File: src/rtl/capture_seq_pkg.sv
// capture_seq_pkg
//   Shared definitions for the RF capture sequencer: default widths,
//   the RELEASE timeout limit, the 3-bit state encoding and a helper
//   that sizes the shared state counter.
package capture_seq_pkg;

  localparam int DLY_W   = 8;
  localparam int LEN_W   = 6;
  localparam int FCNT_W  = 16;
  localparam int TMO_CYC = 15;

  localparam logic [2:0] ENC_IDLE    = 3'd0;
  localparam logic [2:0] ENC_ARMED   = 3'd1;
  localparam logic [2:0] ENC_SETTLE  = 3'd2;
  localparam logic [2:0] ENC_SHIFT   = 3'd3;
  localparam logic [2:0] ENC_RELEASE = 3'd4;

  typedef enum logic [2:0] {
    ST_IDLE    = ENC_IDLE,
    ST_ARMED   = ENC_ARMED,
    ST_SETTLE  = ENC_SETTLE,
    ST_SHIFT   = ENC_SHIFT,
    ST_RELEASE = ENC_RELEASE
  } state_t;

  // The one counter serves settle, shift and timeout phases, so it must
  // be wide enough for the largest of the three terminal values.
  function automatic int cnt_width(int dly_w, int len_w, int tmo);
    int w;
    w = (dly_w > len_w) ? dly_w : len_w;
    if ($clog2(tmo + 1) > w) w = $clog2(tmo + 1);
    return w;
  endfunction

endpackage

File: src/rtl/load_cnt.sv
// load_cnt
//   Loadable up-counter with terminal-count compare.
//   clk, rst : clock and synchronous active-high reset
//   load     : restart the count at 0 on the next edge
//   en       : advance the count by one
//   term     : terminal value to compare against
//   cnt      : current count
//   tc       : high while cnt equals term
module load_cnt #(
  parameter int W = 8
) (
  input  logic         clk,
  input  logic         rst,
  input  logic         load,
  input  logic         en,
  input  logic [W-1:0] term,
  output logic [W-1:0] cnt,
  output logic         tc
);

  // Load wins over enable so every phase starts counting from zero.
  always_ff @(posedge clk) begin
    if (rst)       cnt <= '0;
    else if (load) cnt <= '0;
    else if (en)   cnt <= cnt + W'(1);
  end

  assign tc = (cnt == term);

endmodule

File: src/rtl/capture_seq.sv
// capture_seq
//   Sequences one capture frame: waits for the capture FSM to go ACTIVE,
//   settles, shifts the word out with sh_en, then waits for the capture
//   FSM to return to IDLE.
//   clk, rst   : clock and synchronous active-high reset
//   arm        : level enable for sequencing
//   active     : capture FSM is in ACTIVE
//   cfg_delay  : settle cycles before the first sh_en
//   cfg_len    : number of sh_en cycles (0 behaves as 1)
//   sh_en      : shift enable to the capture FSM / shift register
//   bit_idx    : index of the current shift cycle, 0 outside SHIFT
//   busy       : frame in progress (SETTLE, SHIFT, RELEASE)
//   done       : one-cycle pulse on successful frame completion
//   timeout    : sticky, active failed to fall in RELEASE
//   frame_cnt  : completed frame count, wraps
module capture_seq #(
  parameter int DLY_W   = capture_seq_pkg::DLY_W,
  parameter int LEN_W   = capture_seq_pkg::LEN_W,
  parameter int TMO_CYC = capture_seq_pkg::TMO_CYC,
  parameter int FCNT_W  = capture_seq_pkg::FCNT_W
) (
  input  logic              clk,
  input  logic              rst,
  input  logic              arm,
  input  logic              active,
  input  logic [DLY_W-1:0]  cfg_delay,
  input  logic [LEN_W-1:0]  cfg_len,
  output logic              sh_en,
  output logic [LEN_W-1:0]  bit_idx,
  output logic              busy,
  output logic              done,
  output logic              timeout,
  output logic [FCNT_W-1:0] frame_cnt
);

  import capture_seq_pkg::*;

  localparam int CNT_W = cnt_width(DLY_W, LEN_W, TMO_CYC);

  state_t state, next_state;

  logic [DLY_W-1:0] lat_delay;
  logic [LEN_W-1:0] lat_len;
  logic [CNT_W-1:0] cnt, cnt_term;
  logic             cnt_tc, cnt_load;
  logic             latch_cfg, done_d, timeout_d;

  load_cnt #(.W(CNT_W)) u_cnt (
    .clk  (clk),
    .rst  (rst),
    .load (cnt_load),
    .en   (1'b1),
    .term (cnt_term),
    .cnt  (cnt),
    .tc   (cnt_tc)
  );

  // Every state change restarts the shared counter, so each phase
  // counts from zero against its own terminal value.
  assign cnt_load = (next_state != state);

  always_comb begin
    cnt_term = '0;
    case (state)
      ST_SETTLE:  cnt_term = CNT_W'(lat_delay) - CNT_W'(1);
      ST_SHIFT:   cnt_term = CNT_W'(lat_len) - CNT_W'(1);
      ST_RELEASE: cnt_term = CNT_W'(TMO_CYC - 1);
      default:    cnt_term = '0;
    endcase
  end

  always_ff @(posedge clk) begin
    if (rst) state <= ST_IDLE;
    else     state <= next_state;
  end

  // Disarm only aborts before shifting starts; once SHIFT begins the
  // frame runs to completion so the capture FSM is always released.
  always_comb begin
    next_state = state;
    latch_cfg  = 1'b0;
    done_d     = 1'b0;
    timeout_d  = timeout;
    case (state)
      ST_IDLE: begin
        if (arm) begin
          next_state = ST_ARMED;
          timeout_d  = 1'b0;
        end
      end
      ST_ARMED: begin
        if (!arm) begin
          next_state = ST_IDLE;
        end else if (active) begin
          latch_cfg  = 1'b1;
          next_state = (cfg_delay == '0) ? ST_SHIFT : ST_SETTLE;
        end
      end
      ST_SETTLE: begin
        if (!arm)        next_state = ST_IDLE;
        else if (cnt_tc) next_state = ST_SHIFT;
      end
      ST_SHIFT: begin
        if (cnt_tc) next_state = ST_RELEASE;
      end
      ST_RELEASE: begin
        if (!active) begin
          done_d     = 1'b1;
          next_state = arm ? ST_ARMED : ST_IDLE;
        end else if (cnt_tc) begin
          timeout_d  = 1'b1;
          next_state = ST_IDLE;
        end
      end
      default: next_state = ST_IDLE;
    endcase
  end

  // Outputs are registered from the next state, so they line up with
  // the state they describe rather than lagging it by a cycle.
  always_ff @(posedge clk) begin
    if (rst) begin
      sh_en     <= 1'b0;
      bit_idx   <= '0;
      busy      <= 1'b0;
      done      <= 1'b0;
      timeout   <= 1'b0;
      frame_cnt <= '0;
      lat_delay <= '0;
      lat_len   <= '0;
    end else begin
      sh_en   <= (next_state == ST_SHIFT);
      busy    <= (next_state == ST_SETTLE) || (next_state == ST_SHIFT) ||
                 (next_state == ST_RELEASE);
      done    <= done_d;
      timeout <= timeout_d;
      if (next_state == ST_SHIFT)
        bit_idx <= cnt_load ? '0 : LEN_W'(cnt + CNT_W'(1));
      else
        bit_idx <= '0;
      if (done_d)
        frame_cnt <= frame_cnt + FCNT_W'(1);
      if (latch_cfg) begin
        lat_delay <= cfg_delay;
        lat_len   <= (cfg_len == '0) ? LEN_W'(1) : cfg_len;
      end
    end
  end

endmodule

File: config.mk
export PLATFORM = sky130hd
export DESIGN_NAME = capture_seq
export DESIGN_NICKNAME = d
export VERILOG_FILES = /design/src/rtl/capture_seq_pkg.sv /design/src/rtl/load_cnt.sv /design/src/rtl/capture_seq.sv
export SDC_FILE = /design/constraint.sdc
export NUM_CORES = 1
export LEC_CHECK = 0
export ABC_AREA = 1
export BUFFER_PORTS_ARGS = -buffer_cell sky130_fd_sc_hd__buf_4
export CAP_MARGIN = 10
export CORE_MARGIN = 3
export CORE_UTILIZATION = 45
export DETAILED_ROUTE_END_ITERATION = 12
export MAX_ROUTING_LAYER = met4
export PLACE_DENSITY = 0.66
export SLEW_MARGIN = 20
export SYNTH_ARGS = -nofsm -noshare
export SYNTH_HDL_FRONTEND = slang
export SYNTH_HIERARCHICAL = 1
export SYNTH_SLANG_ARGS = --single-unit
File: constraint.sdc
create_clock -name clk -period 4.1 [get_ports clk]
set_input_delay 0.205 -clock clk [delete_from_list [all_inputs] [get_ports clk]]
set_output_delay 0.205 -clock clk [all_outputs]
set_load 0.02 [all_outputs]
After elaboration in Yosys (flattened, before gate mapping)
Index checks and enable logic that the tools add are counted.
{"block": "classes", "reduce_logical": 9, "bitwise": 1, "n_mux": 22, "n_eq_ne": 12, "n_addsub": 4}
{"operator": "$mux W3", "count": 8}
{"operator": "$pmux W8 S3", "count": 1}
{"operator": "$add A16 B1 Y16 const B", "count": 1}
{"operator": "$pmux W3 S5", "count": 1}
{"operator": "$eq A3 B2 Y1 const B", "count": 4}
{"operator": "$mux W1", "count": 10}
{"operator": "$add A8 B1 Y8 const B", "count": 1}
{"operator": "$eq A8 B8 Y1", "count": 1}
{"operator": "$logic_not A8 Y1", "count": 1}
{"operator": "$sub A8 B1 Y8 const B", "count": 1}
{"operator": "$sub A6 B1 Y7 const B", "count": 1}
{"operator": "$eq A3 B3 Y1 const B", "count": 2}
{"operator": "$logic_not A6 Y1", "count": 1}
{"operator": "$mux W6", "count": 1}
{"operator": "$ne A2 B2 Y1 const B", "count": 3}
{"operator": "$reduce_and A4 Y1", "count": 1}
{"operator": "$eq A3 B1 Y1 const B", "count": 1}
{"operator": "$logic_not A3 Y1", "count": 1}
{"operator": "$ne A3 B3 Y1", "count": 1}
{"operator": "$reduce_or A3 Y1", "count": 1}
{"operator": "$logic_or A1 B1 Y1", "count": 2}
{"operator": "$pmux W1 S2", "count": 1}
{"operator": "$reduce_bool A2 Y1", "count": 1}
{"operator": "$reduce_or A2 Y1", "count": 1}
{"operator": "$not A1 Y1", "count": 1}
{"block": "totals", "elab_cells": 58, "in_bits": 18, "regBits": 51, "output_inout_bits": 26}

Logic depth before layout (Yosys ltp)
{"block": "logic_depth", "ltp_word": 9, "mapped_depth": 23, "mapped_depth_nobuf": 23}

Cells and area by module
The synthesis kept the hierarchy.
{"mod": "capture_seq", "area_per_inst_um2": 2324.7, "seq_area_each_um2": 860.8, "instances": 1, "cells_per_inst": 327}
{"mod": "load_cnt", "area_per_inst_um2": 541.8, "seq_area_each_um2": 160.2, "instances": 1, "cells_per_inst": 95}

Least setup slack after synthesis
Ideal clock, no wire load.
{"block": "synth_path", "path_type": "flip-flop to flip-flop", "start": "register state[1]", "end": "register u_cnt.cnt[0]", "n_path_buf": 0, "setup_ns": 0.070, "path_stages_with_launch": 21, "period_less_slack_ns": 2.726, "arrival_time_ns": 2.656, "path_slack_ns": 1.374, "required_ns": 4.030, "cell_sequence": "dfxtp_1 -> nand2_2 -> nor2_4 -> inv_1 -> a31oi_1 -> o21ai_0 -> o21ai_0 -> inv_1 -> nand2_1 -> nand2_1 -> nor2_1 -> nand2_1 -> nor2_1 -> nand2_1 -> a21oi_1 -> nand2_1 -> nand3_1 -> nand3_4 -> nor2_1 -> o21ai_0 -> a21oi_1"}
{"block": "synth_between", "elab_chain_cells": 8, "word_cells_on_any_way": 18, "classes_between": "6 x eq/ne; 10 x mux; 2 x reduce/logical"}
{"element": "start, declared", "line_no": "capture_seq.sv:40", "rtl": "state_t state, next_state;"}
{"element": "start signal, assigned", "line_no": "capture_seq.sv:74", "rtl": "else state <= next_state;"}
{"element": "$eq A3 B3 Y1 / $eq A3 B2 Y1 (equally long branches)", "line_no": "capture_seq.sv:64", "rtl": "case (state)"}
{"element": "$pmux W8 S3 (*)", "line_no": "capture_seq.sv:64"}
{"element": "net cnt_term[5]", "line_no": "capture_seq.sv:44", "rtl": "logic [CNT_W-1:0] cnt, cnt_term;"}
{"element": "$eq A8 B8 Y1 (*)", "line_no": "load_cnt.sv:28", "rtl": "assign tc = (cnt == term);"}
{"element": "net cnt_tc", "line_no": "capture_seq.sv:45", "rtl": "logic cnt_tc, cnt_load;"}
{"element": "$mux W3, on equally long branches", "line_no": "capture_seq.sv:110, capture_seq.sv:101"}
{"element": "$mux W3, on equally long branches", "line_no": "capture_seq.sv:107, capture_seq.sv:100"}
{"element": "$pmux W3 S5 (*)", "line_no": "capture_seq.sv:84", "rtl": "case (state)"}
{"element": "$ne A3 B3 Y1 (*)", "line_no": "capture_seq.sv:60", "rtl": "assign cnt_load = (next_state != state);"}
{"element": "net cnt_load", "line_no": "capture_seq.sv:45"}
{"element": "$reduce_or A2 Y1 (no line) (*)"}
{"element": "end signal, assigned", "line_no": "load_cnt.sv:25", "rtl": "else if (en) cnt <= cnt + W'(1);"}
{"element": "end, declared", "line_no": "load_cnt.sv:17", "rtl": "output logic [W-1:0] cnt,"}
The timed path passes the listed nets; every way through them passes the cells marked *.
A chain may end at the register's enable or synchronous reset.

Worst setup path in the final report
{"block": "layout_path", "start": "register state[1]", "end": "register u_cnt.cnt[1]"}
Same word-level chain as after synthesis.

==> reports/metrics.yaml <==
cts:
  insertion_delay_ps: 310
  post_cts_buffers: 0
  clockBufferDepth: 2
  cts_resized: 0
  cts_tree: "yes"
  numCtsBuffers: 5
  cts.sinks: 51
  cts-htree-levels: 2
  postCtsHoldBufs: 0
  clk_pin_slew_ps: 100
  cts_root_buf: "clkbuf_8"
job:
  maxCapViolCount: 0
global_route:
  first_global_vias: 2484
  grt_usage_pct: 19.1
  grt_max_degree: 26
  grt_pass1_wl_um: 11200
  antenna_found_initial: 0
  grt_remaining_overflow: 0
die:
  die_x_um: 85.8
  rows: 28
  dieHeight_um: 85.8
  dieArea_mm2: 0.00736
  num_io_pins: 44
  initial_core_util_pct: 47.3
  core_region_area_mm2: 0.00606
finish:
  layout_commonest_cell: "nand2_1"
  syn2layout_area_growth_pct: 16.9
  final_cell_area_mm2: 0.00335
  layout_common_cells: "86 x nand2_1, 61 x nor2_1, 58 x inv_1, 51 x dfxtp_1, 43 x buf_4"
  post-route-util_pct: 55.3
  layout.nets: 493
  drive_above_1_share_pct: 17.0
  antenna_cells: 0
critical_path:
  max_stage_delay_ps: 510
  path_delay_family: "simple AND/OR/NAND/NOR gates"
  end_kind: "flip-flop"
  path_buf_inv: 2
  worst_path_max_delay_cell: "dfxtp_1"
  crit_type: "flip-flop to flip-flop"
  worstPathArrival_ps: 3520
  cp_cell_sequence: "nand2_2 -> nor2_4 -> inv_1 -> a31oi_1 -> o21ai_0 -> o21ai_0 -> inv_1 -> nand2_1 -> nand2_1 -> nor2_1 -> nand2_1 -> nor2_1 -> nand2_1 -> a21oi_1 -> nand2_1 -> nand3_1 -> nand3_4 -> nor2_1 -> o21ai_0 -> a21oi_1"
  crit_path_max_fanout: 8
  crit_top_cell: "nand2_1"
  required_ps: 4340
  cp-start-kind: "flip-flop"
detailed_routing:
  via_count: 2739
  drtPass1Iterations: 4
  drt_iter0_drc: 169
  remaining_drc_errors: 0
  vias_per_cell: 5.02
  wire_per_inst_um: 11.8
  antenna_left: 0
  routed_wl_um: 6440
logic_synthesis:
  synth_top_area_cell: "dfxtp_1"
  yosysTopAreaCellShare_pct: 35.6
  syn_avg_cell_area_um2: 6.79
  yosys_warnings: 6
  synth_cell_type_count: 40
  synth_area_leaders: "dfxtp_1 36%, nand2_1 11%, nor2_1 8.0%, inv_1 7.6%, a21oi_1 6.1%"
  yosysSeqAreaShare_pct: 35.6
  syn_inst: 422
  synth_seq_cells: 51
  syn-cell-area_mm2: 0.00287
placement:
  io_buffers: 43
  postPlaceCellArea_mm2: 0.00325
  globalplace.congestion: 0.864
  place_hpwl_um: 4990
timing:
  min_period_ps: 3280
  fmax_ghz: 0.305
  setup_violations: 0
  finalHoldViolCount: 0
  fin_tns_setup_ps: 0
  finalCritPeriodShare_pct: 80.1
  fin_hold_ws_ps: 126
  final.setup_skew_ps: 10.1
  rsz0062_at_grt: "false"
  maxSlewHeadroom_pct: 55.8
  worst_slew_pin_slew_ps: 662
  slew_viol_final: 0
power_and_ir_drop:
  vdd_drop_max_v: 0.000160
  p_leak_nw: 1.40
  power_density_mw_per_mm2: 281
  power_w: 0.000943
run_status:
  status: "finished, final reports clean"
worst_hold_path:
  min_path_type: "input port to flip-flop"
[per-stage QoR]
stage / worst slack, ps / cells
floorplan: 1370 / 428
global placement: 1010 / 538
detailed placement: 886 / 538
CTS: 816 / 546
global route: 253 / 546
finish: 817 / 546
[registers in the layout (all words and copies together), names as in the netlist]
signal     count
frame_cnt     16
u_cnt/cnt      8
timeout        1
done           1
sh_en          1
lat_delay      8
state          3
lat_len        6
busy           1
bit_idx        6
[cell usage after synthesis]
library cell / number
nand2_1: 86
nor2_1: 61
inv_1: 58
dfxtp_1: 51
a21oi_1: 35
o21ai_0: 32
nand3_1: 20
nand2_2: 7
nand4_1: 6
nor3_1: 6
nor3_2: 6
ha_1: 5
xnor2_1: 4
xor2_1: 4
clkbuf_1: 3
nand3_2: 3
nor2_4: 3
a211oi_1: 2
a31oi_1: 2
and2_1: 2
buf_2: 2
inv_2: 2
nand3_4: 2
nor2_2: 2
o211ai_1: 2
o22ai_1: 2
a21boi_0: 1
a21oi_2: 1
and2_2: 1
buf_4: 1
buf_6: 1
clkbuf_8: 1
conb_1: 1
nand2_4: 1
nand3b_1: 1
nor3_4: 1
nor4_1: 1
o21a_1: 1
o21bai_2: 1
o221ai_1: 1
[worst min-delay path: cells and delay by family]
family,cells,cell delay (ps)
AND/OR/NAND/NOR,2,120
buffers and inverters,1,80
[worst paths after layout]
path	endpoint	cells past startpoint	from	slack (ps)
worst min register to register	frame_cnt[2]$_SDFFE_PP0P_	2	frame_cnt[2]$_SDFFE_PP0P_	500
worst min-delay path	lat_len[2]$_SDFFE_PP0P_	3	cfg_len[2]	130
worst max register to register	u_cnt/cnt[1]$_SDFFE_PP0P_	20	state[1]$_SDFF_PP0_	820
worst max-delay path	u_cnt/cnt[1]$_SDFFE_PP0P_	20	state[1]$_SDFF_PP0_	820
[cells by family (layout without fill, tap and decap cells)]
logic type / after synthesis / in the layout / synth area share [%]
simple gates: 209 / 209 / 34.7
compound gates: 80 / 80 / 15.1
other cells: 1 / 7 / 0.131
fa+ha+maj: 5 / 5 / 2.18
flops: 51 / 51 / 35.6
buf+inv: 68 / 111 / 9.73
xor+xnor: 8 / 8 / 2.44
[power breakdown]
part,internal [W],total [W],switching (W)
combinational,0.0000414,0.000108,0.0000664
sequential,0.000504,0.000514,0.0000101
clock,0.000154,0.000321,0.000167
[metal layers]
layer / vias to the layer above / share of wire (%) / global-route usage [%]
met4: 0 / 1.7 / 6.33
met2: 66 / 43 / 28.4
met3: 10 / 5.9 / 3.84
met5: - / 0 / -
met1: 1219 / 50 / 26.0
li1: 1444 / - / -
[cell type report]
class                           instances  area (µm²)
Inverter                               60         225
Tap cell                               75        93.8
Multi-Input combinational cell        309        1590
Fill cell                             619        2710
Sequential cell                        51        1020
Timing Repair Buffer                   43         323
Clock buffer                            8         100
Note: power is estimated with default switching activity, not from simulation.
